File: src/rtl/mem.sv
// True dual-port, single-clock, read-first RAM with synchronous clear of all words.
// Define MEM_COLLISION_CHECK_EN to get a simulation error on same-address dual writes.
module mem #(
  parameter int DATA_WIDTH = 8,
  parameter int ADDR_WIDTH = 8
) (
  input  logic                  clk,
  input  logic                  rst,
  input  logic [DATA_WIDTH-1:0] in_data_a,
  input  logic [ADDR_WIDTH-1:0] in_addr_a,
  input  logic                  en_a,
  input  logic                  we_a,
  output logic [DATA_WIDTH-1:0] out_data_a,
  input  logic [DATA_WIDTH-1:0] in_data_b,
  input  logic [ADDR_WIDTH-1:0] in_addr_b,
  input  logic                  en_b,
  input  logic                  we_b,
  output logic [DATA_WIDTH-1:0] out_data_b
);

  localparam int DEPTH = 2 ** ADDR_WIDTH;

  logic [DATA_WIDTH-1:0] memory [DEPTH];
  logic [DATA_WIDTH-1:0] out_data_a_q;
  logic [DATA_WIDTH-1:0] out_data_b_q;

  // Reads sample the pre-edge array, so both ports see old data (read-first).
  // Port B's write is scheduled after port A's, so B wins a same-address collision.
  always_ff @(posedge clk) begin
    if (rst) begin
      for (int i = 0; i < DEPTH; i++) begin
        memory[i] <= '0;
      end
      out_data_a_q <= '0;
      out_data_b_q <= '0;
    end else begin
      if (en_a) begin
        out_data_a_q <= memory[in_addr_a];
        if (we_a) begin
          memory[in_addr_a] <= in_data_a;
        end
      end
      if (en_b) begin
        out_data_b_q <= memory[in_addr_b];
        if (we_b) begin
          memory[in_addr_b] <= in_data_b;
        end
      end
    end
  end

  assign out_data_a = out_data_a_q;
  assign out_data_b = out_data_b_q;

`ifdef MEM_COLLISION_CHECK_EN
  always_ff @(posedge clk) begin
    if (!rst && en_a && we_a && en_b && we_b && (in_addr_a == in_addr_b)) begin
      $error("mem: write collision addr_a=%h addr_b=%h time=%0t", in_addr_a, in_addr_b, $time);
    end
  end
`endif

endmodule

File: config.mk
export PLATFORM = sky130hd
export DESIGN_NAME = mem
export DESIGN_NICKNAME = d
export VERILOG_FILES = /design/src/rtl/mem.sv
export SDC_FILE = /design/constraint.sdc
export NUM_CORES = 2
export LEC_CHECK = 0
export ABC_AREA = 0
export BUFFER_PORTS_ARGS = -buffer_cell sky130_fd_sc_hd__buf_2
export CAP_MARGIN = 20
export CORE_MARGIN = 3
export CORE_UTILIZATION = 25
export DETAILED_ROUTE_END_ITERATION = 6
export MAX_ROUTING_LAYER = met4
export PLACE_DENSITY = 0.48
export SYNTH_ARGS = -nofsm -noshare
export SYNTH_HDL_FRONTEND = slang
export SYNTH_SLANG_ARGS = --single-unit
File: constraint.sdc
create_clock -name clk -period 5.9 [get_ports clk]
set_input_delay 0.295 -clock clk [delete_from_list [all_inputs] [get_ports clk]]
set_output_delay 0.295 -clock clk [all_outputs]
set_load 0.03 [all_outputs]
Word level (Yosys, flattened, before mapping) --
Memories as Yosys holds them, arrays and structs flattened. A register that Yosys moved wholly into a read port is not among the register bits. Index checks and enable logic that the tools add are counted. Widths: inputs -> output; s select.
Storage, ports and cells: memories 1, register bits 0, RAM bits 2048, word-level logic and storage cells 19
Memories:
- memory | words 256, width 8, rd ports 2, clocked after memory_dff 2, write ports 256, line 23 | logic [DATA_WIDTH-1:0] memory [DEPTH];
Operators by class: mux-type cells 16, reduce and logical (&&, ||, !) cells 2
Operators with widths (number):
- $mux 8 | 4
- $reduce_or 8->1 | 2
- $mux 1 | 12

Longest topological paths before layout --
depth after elaboration 6, mapped depth 13, mapped depth without buffers 7

Worst setup path before layout --
OpenSTA, ideal clock, no wires.
path kind input port to flip-flop, start input port in_addr_a[0], end memory memory[39][0] (enable), library setup time 0.384 ns, arrival 2.724 ns, path slack 2.792 ns, stages 10, cells stage by stage buf_2 > buf_4 > buf_4 > buf_4 > buf_2 > buf_2 > buf_2 > nand3_1 > clkbuf_1 > o21ai_0
RTL lines:
- start, declared | line 10 | input logic [ADDR_WIDTH-1:0] in_addr_a,
- end, declared | line 23

==> metrics <==
routed via count 106090; # port buffers 53; IO Pins 54; Wirelength per Cell 38.5 um; CP max FO 23; core area 0.495 mm2; crit path DAT 5060 ps; first-pass GRT wire length 881000 um; hold depth 3; GR Overflow Total 0; pre-CTS setup slack 1530 ps; CP required 6650 ps; dpl cell area 0.133 mm2; initial antenna violation count 69; Worst-Margin Slew 1430 ps; vias in the first global route 96374; top-count cell post-synth nand2_1; Setup CP Type in -> reg; CTS Buffer Depth 4; commonest cells in the synthesized netlist nand2_1 (2492), edfxtp_1 (2048), o31ai_1 (1159); Nets 10285; Mapped Cells 10692; routability congestion estimate from global placement 1.03; full die area 0.507 mm2; Hold Crit Endpoint out_data_b[0]; fin cells 17167; Post-synth EDFFs 2048; RSZ-0062 raised after global routing no; # rows 258; Final Hold Fails 0; Starting Density 25.2%; crit path setup slack, layout 1590 ps; run status finished, violations left; Synth Area in Compound Gates 15.7%; Max Clock Skew 79.3 ps; top cells by area, synth edfxtp_1 (49%), mux4_2 (17%), nand2_1 (7.5%), o31ai_1 (7.0%), o21ai_0 (4.2%); post-synthesis adder-cell area fraction 0%; Post-Synth Simple-Gate Area 10.1%; Max VDD drop 252 uV; post-synthesis sequential area ratio 49.6%; Syn. warnings 0; Initial DRT Pass Iterations 7; H-tree levels 4; number of instances in the placed design 16612; Num CTS Buffers 242; design area 0.140 mm2; DRC Markers 4; HP Class in -> reg; Max-cap violations 0; Max Transition Viols Final 0; CTS tree yes; main combinational cell family by area after synthesis multiplexers; Yosys top cell by area edfxtp_1; layout cells sized above 1 18.8%; Min Hold Slack 89.0 ps; failing checks DRC; P per Cell Area 267 mW/mm2; crit path capture type flop; RR Startpoint memory[10][5]; Final Util 28.4%; fillers 50616; Setup TNS Final 0 ps; min Tclk post-route 4310 ps; Root Buffer clkbuf_16; area grow syn2layout 12.7%; DP Wirelength 434000 um; Vias per Instance 6.18; FFs w/ async S/R, synth 0%; r2r setup slk 2490 ps; Die Span Y 712 um; Syn Nets 10730; Synth cell types 73; antenna viol nets, final 0; Leak 42.7 nW; Starting DRT DRC Count 19129; xor/xnor share of the synthesized area 0%; clk sinks 2064; Most used DFF post-synth edfxtp_1; top cell type's share of synthesized area 49.4%; Tcrit/Tclk final 73.1%; routed wire length 661000 um; FF-to-FF End out_data_b[5]; total power draw 37.5 mW; mux cell area share after synthesis 20.4%; Cell Area, Synth 0.125 mm2; PostCTS Resize Cnt 0; Critical Path Start Type input port; final setup violation count 0; Worst Setup SP en_a; maximum clock rate 0.232 GHz; Worst R2R Path Depth 7; synthesis-stage register bit count 2064; total track usage 25.7%; Clock transition at path regs 70 ps; Clock Latency Late Sink 980 ps; Slew HR 4.58%; Min-Delay Startpoint in_addr_b[7]; Avg Inst Size Synth 11.7 um2; pin count of the biggest net entering global routing 121; die width 712 um
==> area by class of cell <==
class	count	area [um2]	area share, %
clock buffers	304	6380	4.54
flip-flops and latches	2064	61800	44.0
well taps	6630	8300	5.91
repair buffers	520	4630	3.30
multi-input cells	7406	58000	41.3
clock inverters	132	955	0.680
diodes	98	245	0.175
inverters	13	63.8	0.0454
==> kinds of logic (layout without fill, tap and decap cells) <==
logic type	count (synthesis)	after routing
AND/OR/NAND/NOR	3157	3157
other	0	98
flip-flops	2064	2064
buffers and inverters	1222	969
multiplexers	1323	1323
AO/OA/AOI/OAI	2926	2926
==> critical path: stages <==
cell,delay (ps)
dlygate4sd3_1,690
buf_2,470
inv_1,420
nor3b_1,390
nand3_1,370
nor2_4,600
buf_4,740
o21ai_0,530
buf_2,310
o21ai_0,190
==> state kept, by name (all words and copies together) (netlist names) <==
| signal | flops |
|---|---|
| memory | 2048 |
| out_data_b | 8 |
| out_data_a | 8 |
==> worst max-delay path by stage <==
stage	endpoint	slack, ps	cells after the start
after global placement	out_data_b[3]	1320	9
final	memory[62][6]	1590	10
after CTS	memory[62][6]	2010	10
after detailed placement	memory[183][2]	1530	7
after floorplan	memory[39][0]	2790	10
after global routing	memory[62][6]	1750	10
==> timing repair <==
item,in CTS,in global routing
buffers inserted,0,0
hold buffers,13,0
endpoints found under the hold margin,280,0
==> layout by cell type, fill, tap and decap left out, drive strengths merged, types with 11 or more instances in the layout <==
cell,n
a2111oi,14
a211o,250
a211oi,13
a21oi,49
a221oi,23
a22o,18
a22oi,90
a31oi,30
a32oi,58
buf,505
bufinv,11
clkbuf,306
clkinv,110
dfxtp,16
diode,98
dlygate4sd3,13
edfxtp,2048
inv,17
mux2,37
mux2i,322
mux4,964
nand2,2492
nand2b,18
nand3,122
nand4,19
nor2,382
nor2b,19
nor3,35
o211ai,14
o21ai,1063
o22ai,73
o31ai,1159
==> report_power, final <==
| group | leakage, nW | internal [mW] | switching [mW] | total [mW] |
|---|---|---|---|---|
| Sequential | 19.6 | 16.9 | 0.564 | 17.4 |
| Combinational | 19.6 | 1.69 | 3.57 | 5.26 |
| Clock | 3.60 | 8.07 | 6.75 | 14.8 |
==> routing by layer <==
| layer | vias up | wire length (um) | GRT usage [%] |
|---|---|---|---|
| met5 | - | 0 | - |
| met4 | 0 | 45000 | 15.1 |
| met3 | 1670 | 95600 | 8.93 |
| met2 | 8872 | 278000 | 35.9 |
| met1 | 54418 | 242000 | 32.0 |
| li1 | 41130 | - | - |
Note: power is estimated with default switching activity, not from simulation.
